### src/rtl/outbuf_vc_fifo_if.sv
// Crossbar-to-link bundle for the virtual-channel output buffer.
// Master is the side that feeds flits and phase/ready controls; slave is the buffer itself.
interface outbuf_vc_fifo_if #(
  parameter int DW     = 64,
  parameter int DEPTH  = 4,
  parameter int NUM_VC = 2
);
  localparam int VC_W  = (NUM_VC > 1) ? $clog2(NUM_VC) : 1;
  localparam int CNT_W = $clog2(DEPTH + 1);

  logic                    enq;
  logic [VC_W-1:0]         enq_vc;
  logic [DW-1:0]           d_in;
  logic [NUM_VC-1:0]       phase_int;
  logic [NUM_VC-1:0]       phase_ext;
  logic                    so;
  logic [VC_W-1:0]         so_vc;
  logic                    ro;
  logic [DW-1:0]           dout;
  logic [NUM_VC-1:0]       full;
  logic [NUM_VC-1:0]       empty;
  logic [NUM_VC*CNT_W-1:0] count;
  logic                    ovf_err;

  modport master (
    output enq, enq_vc, d_in, phase_int, phase_ext, ro,
    input  so, so_vc, dout, full, empty, count, ovf_err
  );

  modport slave (
    input  enq, enq_vc, d_in, phase_int, phase_ext, ro,
    output so, so_vc, dout, full, empty, count, ovf_err
  );
endinterface

### src/rtl/outbuf_vc_fifo.sv
// Router output buffer: NUM_VC independent FIFOs, enqueue gated by internal phase,
// send gated by external phase and neighbour ready, lowest eligible VC wins the link.
module outbuf_vc_fifo #(
  parameter int DW     = 64,
  parameter int DEPTH  = 4,
  parameter int NUM_VC = 2
) (
  input  logic              clk,
  input  logic              reset_n,
  outbuf_vc_fifo_if.slave   bus
);
  localparam int VC_W  = (NUM_VC > 1) ? $clog2(NUM_VC) : 1;
  localparam int CNT_W = $clog2(DEPTH + 1);
  localparam int PTR_W = (DEPTH > 1) ? $clog2(DEPTH) : 1;

  logic [DW-1:0]     mem  [NUM_VC][DEPTH];
  logic [PTR_W-1:0]  wptr [NUM_VC];
  logic [PTR_W-1:0]  rptr [NUM_VC];
  logic [CNT_W-1:0]  cnt  [NUM_VC];
  logic              ovf_q;

  logic [NUM_VC-1:0] hit;
  logic [NUM_VC-1:0] push;
  logic [NUM_VC-1:0] pop;
  logic [NUM_VC-1:0] full_v;
  logic [NUM_VC-1:0] empty_v;
  logic              ovf_now;
  logic              valid;
  logic [VC_W-1:0]   sel;
  logic [DW-1:0]     head;

  // Per-VC decode and send arbitration; full is taken from pre-edge state so a
  // full VC never reuses the slot being freed in the same cycle.
  always_comb begin
    hit     = '0;
    push    = '0;
    pop     = '0;
    full_v  = '0;
    empty_v = '0;
    ovf_now = 1'b0;
    valid   = 1'b0;
    sel     = '0;
    head    = '0;
    for (int v = 0; v < NUM_VC; v++) begin
      full_v[v]  = (cnt[v] == CNT_W'(DEPTH));
      empty_v[v] = (cnt[v] == '0);
      hit[v]     = bus.enq && (bus.enq_vc == VC_W'(v));
      push[v]    = hit[v] && bus.phase_int[v] && !full_v[v];
      if (hit[v] && bus.phase_int[v] && full_v[v]) ovf_now = 1'b1;
      if (!valid && bus.phase_ext[v] && !empty_v[v]) begin
        valid = 1'b1;
        sel   = VC_W'(v);
        head  = mem[v][rptr[v]];
      end
    end
    // An enqueue whose VC number matches no channel is an error regardless of phase.
    if (bus.enq && (hit == '0)) ovf_now = 1'b1;
    for (int v = 0; v < NUM_VC; v++) begin
      pop[v] = valid && bus.ro && (sel == VC_W'(v));
    end
  end

  always_ff @(posedge clk or negedge reset_n) begin
    if (!reset_n) begin
      ovf_q <= 1'b0;
      for (int v = 0; v < NUM_VC; v++) begin
        wptr[v] <= '0;
        rptr[v] <= '0;
        cnt[v]  <= '0;
        for (int e = 0; e < DEPTH; e++) mem[v][e] <= '0;
      end
    end else begin
      ovf_q <= ovf_q | ovf_now;
      for (int v = 0; v < NUM_VC; v++) begin
        if (push[v]) begin
          mem[v][wptr[v]] <= bus.d_in;
          wptr[v] <= (wptr[v] == PTR_W'(DEPTH - 1)) ? '0 : wptr[v] + PTR_W'(1);
        end
        if (pop[v]) begin
          rptr[v] <= (rptr[v] == PTR_W'(DEPTH - 1)) ? '0 : rptr[v] + PTR_W'(1);
        end
        case ({push[v], pop[v]})
          2'b10:   cnt[v] <= cnt[v] + CNT_W'(1);
          2'b01:   cnt[v] <= cnt[v] - CNT_W'(1);
          default: cnt[v] <= cnt[v];
        endcase
      end
    end
  end

  assign bus.so      = valid && bus.ro;
  assign bus.so_vc   = sel;
  assign bus.dout    = head;
  assign bus.full    = full_v;
  assign bus.empty   = empty_v;
  assign bus.ovf_err = ovf_q;

  for (genvar g = 0; g < NUM_VC; g++) begin : g_count
    assign bus.count[g*CNT_W +: CNT_W] = cnt[g];
  end
endmodule

### src/flat_wrapper.sv
// flat-port wrapper written by rule: the top's interface ports become plain ports
module outbuf_vc_fifo_flat 
#(
  parameter int DW     = 64,
  parameter int DEPTH  = 4,
  parameter int NUM_VC = 2
)
  (clk, reset_n, bus_enq, bus_enq_vc, bus_d_in, bus_phase_int, bus_phase_ext, bus_ro, bus_so, bus_so_vc, bus_dout, bus_full, bus_empty, bus_count, bus_ovf_err);
  outbuf_vc_fifo_if #(.DW(DW), .DEPTH(DEPTH), .NUM_VC(NUM_VC)) bus_i ();
  input  logic clk;
  input  logic reset_n;
  input wire logic [$bits(bus_i.enq)-1:0] bus_enq;
  input wire logic [$bits(bus_i.enq_vc)-1:0] bus_enq_vc;
  input wire logic [$bits(bus_i.d_in)-1:0] bus_d_in;
  input wire logic [$bits(bus_i.phase_int)-1:0] bus_phase_int;
  input wire logic [$bits(bus_i.phase_ext)-1:0] bus_phase_ext;
  input wire logic [$bits(bus_i.ro)-1:0] bus_ro;
  output wire logic [$bits(bus_i.so)-1:0] bus_so;
  output wire logic [$bits(bus_i.so_vc)-1:0] bus_so_vc;
  output wire logic [$bits(bus_i.dout)-1:0] bus_dout;
  output wire logic [$bits(bus_i.full)-1:0] bus_full;
  output wire logic [$bits(bus_i.empty)-1:0] bus_empty;
  output wire logic [$bits(bus_i.count)-1:0] bus_count;
  output wire logic [$bits(bus_i.ovf_err)-1:0] bus_ovf_err;
  assign bus_i.enq = bus_enq;
  assign bus_i.enq_vc = bus_enq_vc;
  assign bus_i.d_in = bus_d_in;
  assign bus_i.phase_int = bus_phase_int;
  assign bus_i.phase_ext = bus_phase_ext;
  assign bus_i.ro = bus_ro;
  assign bus_so = bus_i.so;
  assign bus_so_vc = bus_i.so_vc;
  assign bus_dout = bus_i.dout;
  assign bus_full = bus_i.full;
  assign bus_empty = bus_i.empty;
  assign bus_count = bus_i.count;
  assign bus_ovf_err = bus_i.ovf_err;
  outbuf_vc_fifo #(.DW(DW), .DEPTH(DEPTH), .NUM_VC(NUM_VC)) u_core (.clk(clk), .reset_n(reset_n), .bus(bus_i));
endmodule
### config.mk
export PLATFORM = sky130hd
export DESIGN_NAME = outbuf_vc_fifo_flat
export DESIGN_NICKNAME = d
export VERILOG_FILES = /design/src/rtl/outbuf_vc_fifo_if.sv /design/src/rtl/outbuf_vc_fifo.sv /design/src/flat_wrapper.sv
export SDC_FILE = /design/constraint.sdc
export NUM_CORES = 1
export LEC_CHECK = 0
export ABC_CLOCK_PERIOD_IN_PS = 6800
export CAP_MARGIN = 5
export CORE_UTILIZATION = 55
export CTS_BUF_LIST = sky130_fd_sc_hd__clkbuf_4 sky130_fd_sc_hd__clkbuf_8 sky130_fd_sc_hd__clkbuf_16
export DETAILED_ROUTE_END_ITERATION = 10
export PLACE_DENSITY = 0.81
export SKIP_CTS_REPAIR_TIMING = 1
export SYNTH_ARGS = -nofsm -noshare
export SYNTH_HDL_FRONTEND = slang
export SYNTH_SLANG_ARGS = --single-unit
### constraint.sdc
create_clock -name clk -period 6.8 [get_ports clk]
set_input_delay 1.36 -clock clk [delete_from_list [all_inputs] [get_ports clk]]
set_output_delay 1.36 -clock clk [all_outputs]
set_load 0.03 [all_outputs]
* Yosys cells after proc, flatten, opt, wreduce, memory -nomap -nowiden
Index checks and enable logic that the tools add are counted.
Word-level totals: register bits 527, latch bits 0, RAM bits 0, memory bits (read-only) 0, output and inout bits 77, word-level logic and storage cells 99, memories 0
Cells by class: add/sub/neg operators 8, multipliers 0, divide/modulo/power cells 0, order comparisons 6, equal/unequal tests 10, shift-type cells 0, muxes and demuxes 26, bitwise gates (word level) 7, reductions and logical operators 27
Operators by type and width (count):
- $bwmux W256 | 2
- $mux W64 | 8
- $bmux W64 S2 | 2
- $demux W64 S2 | 2
- $logic_and A1 B1 Y1 | 17
- $eq A2 B2 Y1 const B | 6
- $ge A3 B3 Y1 const B | 4
- $not A2 Y3 | 4
- $pmux W3 S2 | 2
- $add A2 B1 Y2 const B | 4
- $mux W2 | 4
- $add A3 B1 Y3 const B | 2
- $eq A3 B3 Y1 const B | 2
- $logic_not A3 Y1 | 2
- $lt A3 B1 Y1 const B | 2
- $mux W1 | 6
- $sub A3 B1 Y3 const B | 2
- $logic_not A1 Y1 | 5
- $eq A2 B1 Y1 const B | 2
- $reduce_bool A2 Y1 | 2
- $logic_not A2 Y1 | 1
- $not A1 Y1 | 2
- $or A1 B1 Y1 | 1

* Logic depth before layout (Yosys ltp)
Gate-level depths: netlist (run 1).
depth after elaboration 12, gate-level depth with buffers 10, gate-level depth less buffers 9

* Least setup slack after synthesis (run 1)
OpenSTA, ideal clock, no wires.
kind input to output, start input port bus_phase_ext[0], end output port bus_dout[54], arrival time 2.477 ns, required time 5.440 ns, setup slack 2.963 ns, stages on the path 4, path buffers 1, cell sequence o31a_2 nor2_1 clkbuf_1 a22o_1
On the way: longest elaborated chain between the ends 6, elaborated cells between the ends (all ways) 7, those cells by class mux: 3; reduce/logical: 4
Ends and longest elaborated chain:
- start, declared | RTL line flat_wrapper.sv:16 | input wire logic [$bits(bus_i.phase_ext)-1:0] bus_phase_ext;
- $logic_and A1 B1 Y1 * | RTL line outbuf_vc_fifo.sv:50 | if (!valid && bus.phase_ext[v] && !empty_v[v]) begin
- $mux W1 | RTL line outbuf_vc_fifo.sv:50
- $logic_not A1 Y1 | RTL line outbuf_vc_fifo.sv:50
- $logic_and A1 B1 Y1 (2 in series) | RTL line outbuf_vc_fifo.sv:50
- $mux W64 * | RTL line outbuf_vc_fifo.sv:50
- end, declared | RTL line flat_wrapper.sv:20 | output wire logic [$bits(bus_i.dout)-1:0] bus_dout;
Mark *: on every way between the ends. The rest lies on a longest branch, timed or not.

* Worst setup path in the final report (run 1)
start input port bus_phase_ext[0], end output port bus_dout[27]
Same word-level chain as after synthesis.

==> reports/qor.csv, run 1 <==
stage;metric;value;unit
outcome;outcome;finished, final reports clean;
route;routed len/inst;24.40;um
route;vias per cell;6.009;
grt;initial antenna violation count;3;
cts;# clock sinks;527;
sta;Setup violations, final;0;
floorplanning;die width;212.7;um
route;DRT Pass-1 Iters;5;
cts;H-tree depth;2;
route;Top Metal Used;met5;
sta;slack of the critical path;1.354;ns
route;Total Routed Length;52.87;mm
critical_path;crit path launch type;input port;
sta;Worst Max-Slew Pin Slew;1.163;ns
sta;post-layout minimum cycle time;5.446;ns
power_and_ir_drop;VDD IR-drop max;0.3359;mV
place;I/O Buffers;149;
grt;total track usage;0.2445;
place;routability congestion estimate;0.7460;
power_and_ir_drop;cell leakage power;12.42;nW
sta;Fmax;183.6;MHz
critical_path;CP max FO;67;
grt;largest net degree at the start of global routing;196;
sta;final hold vios;0;
route;routed wl met2;25.83;mm
cts;CTS buffer count;53;
sta;Max Slew Vio Count;0;
synth;Synth Flop Type;dfrtp_1;
route;Iteration-0 DRC Markers;739;
synth;Mapped Cells;1407;
final_layout;Area growth syn-to-layout;13.69;%
grt;total congestion overflow;0;
synth;Synth Warn #;0;
cts;CTS Buffer Depth;3;
route;DRC errors left;0;
sta;Worst Skew;0.01524;ns
route;Met1 Wirelength;23.46;mm
critical_path;WP data arrival;4.09;ns
floorplanning;Initial Utilization;0.5616;
cts;Clock Latency Late Sink;0.60;ns
sta;fin crit share;0.8009;
synth;top-area cell type share of the netlist area;0.5403;
synth;Mapped Nets;1494;
sta;hold_ws;0.4894;ns
route;Vias;13020;
floorplanning;die footprint;45220;um2
route;DR WL met3;2.389;mm
grt;vias in the first global route;14080;
route;remaining antenna violation count after routing;0;
synth;Mean Syn Cell Area;17.35;um2
floorplanning;# rows;76;
cts;clk slew on worst S/H paths;0.06;ns
floorplanning;Die Y;212.7;um
critical_path;WS Path Type;in2out;
cts;Clock Tree Root;clkbuf_16;
grt;first-pass GRT wire length;83.63;mm
synth;post-synth top area cell;dfrtp_1;
synth;#FFs+latches synth;527;
synth;most frequent cells after synthesis;dfrtp_1 (527), mux2_2 (389), mux4_2 (128);
power_and_ir_drop;P per Cell Area;515.0;nW/um2
sta;RSZ-0062 raised after global routing;no;
synth;post-synth cell types;36;
place;dpl ws;1.346;ns
synth;most common cell in the synthesized netlist;dfrtp_1;
job;max_cap viols;0;
place;hpwl dp;30.36;mm
floorplanning;IO Pins;150;
critical_path;Crit. End Element;output port;
synth;Post-synth EDFFs;0;
min_path;Hold Path Class;reg2reg;
synth;synth top area cells;dfrtp_1 (54%), mux2_2 (18%), mux4_2 (12%);
sta;setup TNS;0;ns
critical_path;Worst Path Required;5.44;ns
floorplanning;core area;43460;um2
final_layout;NumNets Final;1623;
synth;Cell Area, Synth;24410;um2
synth;ys async rst share;1.000;
synth;Seq/Total Area, Yosys;0.5403;
final_layout;share of layout cells above drive strength 1;0.4880;
sta;Rel. slew slack;0.2249;
cts;CTS tree;built;
## metal layers
metal	track usage	vias to the layer above
met3	0.03927	81
met4	0.07343	2
met1	0.3455	7066
met2	0.3935	274
li1	-	5598
met5	0	-
## state kept, by name (all words and copies together), names as in the netlist
| signal | count |
|---|---|
| u_core.mem | 512 |
| u_core.bus.count | 6 |
| u_core.rptr | 4 |
| u_core.wptr | 4 |
| u_core.bus.ovf_err | 1 |
## per-stage QoR
stage / utilization / power [mW] / std cells / instance area, um2
5_1_grt: 0.6385 / 15.00 / 2166 / 27750
6_report: 0.6385 / 14.29 / 2167 / 27750
3_5_place_dp: 0.5973 / 11.40 / 2066 / 25950
3_3_place_gp: 0.5973 / 11.15 / 2066 / 25950
2_1_floorplan: - / 9.613 / 1407 / 24410
4_1_cts: 0.6384 / 14.41 / 2165 / 27740
## critical path, stage by stage
cell             delay (ns)
clkdlybuf4s50_1        0.45
o31a_4                 0.42
nor2_4                 0.20
buf_4                  0.65
a22o_1                 0.25
clkdlybuf4s50_1        0.67
## logic make-up after synthesis
family | count (synthesis) | share of synthesized area
xor+xnor | 6 | 0.002153
fa+ha+maj | 14 | 0.007792
simple gates | 31 | 0.01082
mux | 645 | 0.3751
buf+inv | 110 | 0.03840
flops | 527 | 0.5403
compound gates | 74 | 0.02543
## worst paths after layout
check                                    startpoint              end  slack, ns  cells after the start
worst min register to register      u_core.mem[127]  u_core.mem[127]       0.49                      1
worst max register to register  u_core.bus.count[0]  u_core.mem[258]       3.63                      4
worst min-delay path                u_core.mem[127]  u_core.mem[127]       0.49                      1
min in group asynchronous                   reset_n  u_core.mem[362]       0.84                      1
max in group asynchronous                   reset_n  u_core.mem[472]       4.25                      2
worst max-delay path               bus_phase_ext[0]     bus_dout[27]       1.35                      6
## cell type report
type / count / area [um2]
timing repair buffer: 168 / 1664
clock buffer: 82 / 1635
fill: 3069 / 15710
inverter: 16 / 60.06
multi-input combinational: 770 / 10300
tap: 585 / 732.0
antenna: 2 / 5.005
clock inverter: 17 / 152.6
sequential: 527 / 13200
## where the power goes
part / leakage [nW] / internal [mW] / switching (mW) / total [mW]
Combinational: 5.03 / 3.34 / 2.30 / 5.64
Clock: 0.898 / 1.73 / 1.22 / 2.96
Sequential: 6.49 / 4.66 / 1.03 / 5.69
Total: 12.4 / 9.73 / 4.56 / 14.3
## cell usage in the layout (no fill, tap or decap), types with 2 or more instances in the layout
cell type	instances
buf_4	17
clkbuf_16	55
mux4_2	128
mux2_2	389
fa_1	2
xnor2_1	2
buf_12	2
nor2_1	6
nand3_4	8
mux2_1	7
mux2_4	120
dfrtp_1	523
diode_2	2
bufinv_16	2
a22o_1	64
clkbuf_4	18
clkinv_2	9
ha_1	12
nand2_1	2
clkdlybuf4s50_1	148
nand3_1	4
o21ai_0	6
clkinvlp_4	4
inv_1	16
nor3_1	2
dfrtp_4	4
or3b_1	2
clkbuf_8	9
xor2_1	4
Note: power is estimated with default switching activity, not from simulation.
==> run 2: changes to the inputs <==
- ABC_CLOCK_PERIOD_IN_PS: 6800 -> 4460
- CORE_UTILIZATION: 55 -> 54
- PLACE_DENSITY: 0.81 -> 0.82
- clock period: 6.8 -> 4.46 ns (I/O delays scaled with it)
==> run 2 against run 1 <==
  * Wire length up 2.9%
  * Largest cell class unchanged
  * Die area up 1.8%
  * Cell area up 1.4%
  * Critical path depth down 1
  * Critical path type is now reg2out
  * Via count up 1.4%
  * Hold slack worse by 0.19 ns
  * Clock skew up 0.0019 ns
  * Power up 55%
  * Non-clock buffer count up 24
  * Critical endpoint is now bus_dout[38]
  * Sequential power up 53%
==> reports/qor.csv, run 2 (same netlist as run 1, synthesis figures left out) <==
stage;metric;value;unit
route;Total Routed Length;54.43;mm
sta;fin crit share;0.8964;
critical_path;Worst Path Required;3.57;ns
critical_path;crit path launch type;register;
place;I/O Buffers;149;
sta;hold_ws;0.2946;ns
floorplanning;Initial Utilization;0.5495;
final_layout;most frequent cells in the layout;dfrtp_1 (523), mux2_2 (389), mux4_2 (128), mux2_4 (120), clkdlybuf4s50_1 (100);
grt;first-pass GRT wire length;86.67;mm
sta;setup TNS;0;ns
floorplanning;# rows;77;
power_and_ir_drop;VDD IR-drop max;0.5037;mV
route;remaining antenna violation count after routing;0;
floorplanning;IO Pins;150;
sta;Setup violations, final;0;
cts;Clock Latency Late Sink;0.60;ns
place;routability congestion estimate;0.7338;
sta;RSZ-0062 raised after global routing;no;
critical_path;FF-to-FF path depth;10;
final_layout;most common cell after layout, fill and taps aside;dfrtp_1;
route;vias per cell;6.022;
sta;final hold vios;0;
sta;Fmax;250.1;MHz
cts;# clock sinks;527;
sta;Rel. slew slack;0.3192;
route;Vias;13210;
cts;CTS Buffer Depth;3;
grt;largest net degree at the start of global routing;98;
power_and_ir_drop;P per Cell Area;788.1;nW/um2
final_layout;share of layout cells above drive strength 1;0.5238;
final_layout;max reg flops;512;
sta;Worst Max-Slew Pin Slew;1.013;ns
cts;clk slew on worst S/H paths;0.06;ns
job;max_cap viols;0;
cts;CTS buffer count;53;
final_layout;Biggest register;u_core.mem;
min_path;Hold Path Class;in2async;
critical_path;WP data arrival;3.11;ns
route;DRC errors left;0;
power_and_ir_drop;cell leakage power;12.72;nW
grt;total congestion overflow;0;
grt;total track usage;0.2434;
cts;CTS tree;built;
sta;Worst Skew;0.01715;ns
floorplanning;die width;214.6;um
grt;vias in the first global route;14860;
route;DRT Pass-1 Iters;5;
floorplanning;core area;44410;um2
grt;initial antenna violation count;3;
outcome;outcome;finished, final reports clean;
final_layout;NumNets Final;1647;
critical_path;CP max FO;17;
final_layout;Area growth syn-to-layout;15.34;%
floorplanning;Die Y;214.6;um
route;Iteration-0 DRC Markers;708;
cts;Clock Tree Root;clkbuf_16;
cts;H-tree depth;2;
place;hpwl dp;33.31;mm
critical_path;Crit. End Element;output port;
critical_path;WS Path Type;reg2out;
sta;Max Slew Vio Count;0;
sta;post-layout minimum cycle time;3.998;ns
route;routed len/inst;24.82;um
floorplanning;die footprint;46050;um2
## run 2: changes by cell type in the layout (fill, tap and decap cells not counted), moves of 3 or more
| cell | change |
|---|---|
| clkdlybuf4s50_1 | -48 |
| bufinv_16 | +3 |
| clkbuf_4 | -12 |
| clkinvlp_4 | -4 |
| buf_4 | +46 |
| clkinv_2 | +5 |
| buf_12 | +26 |
## run 2: where the power goes
part           internal, mW  switching [mW]  leakage, nW
registers              7.11            1.57         6.49
logic                  5.29            3.66         5.32
clock network          2.68            1.87        0.908
total                  15.1            7.10         12.7
## run 2: worst max-delay path, stage by stage, from the launching register on
cell             delay, ns
dfrtp_1               0.43
o31ai_1               0.87
nor2_4                0.15
buf_12                0.23
a22o_1                0.20
clkdlybuf4s50_1       0.60
## run 2: path summary, 6_finish.rpt
path	end	start	slack, ns
worst max-delay path	bus_dout[38]	u_core.bus.count[4]	0.46
worst min-delay path	u_core.mem[185]	reset_n	0.29
worst max register to register	u_core.bus.count[2]	u_core.bus.count[0]	1.57
worst min register to register	u_core.mem[249]	u_core.mem[249]	0.49
max in group asynchronous	u_core.mem[110]	reset_n	3.04
min in group clk	u_core.mem[249]	u_core.mem[249]	0.49
## run 2: cell type report
cell class	count	area [um2]
Fill cell	3118	16260
Tap cell	592	740.7
Inverter	16	60.06
Multi-Input combinational cell	770	10300
Clock inverter	23	270.3
Sequential cell	527	13200
Antenna cell	3	7.507
Clock buffer	70	1523
Timing Repair Buffer	192	2049
## run 2: through the flow
stage               area, um2  utilization  cells  total power, mW  setup slack (ns)
floorplan               24410            -   1407            14.66             1.559
global placement        26350       0.5933   2097            17.34            0.6453
detailed placement      26350       0.5933   2097            17.70            0.5950
CTS                     28140       0.6336   2190            22.34            0.4567
global route            28150       0.6338   2193            23.22            0.4088
finish                  28150       0.6338   2193            22.19            0.4620
## run 2: layer usage
layer	up-vias	track usage	routed length, um
met5	-	0	0
met4	0	0.08524	1376
met3	89	0.04298	2474
met2	304	0.4100	27690
met1	7188	0.3195	22890
li1	5626	-	-
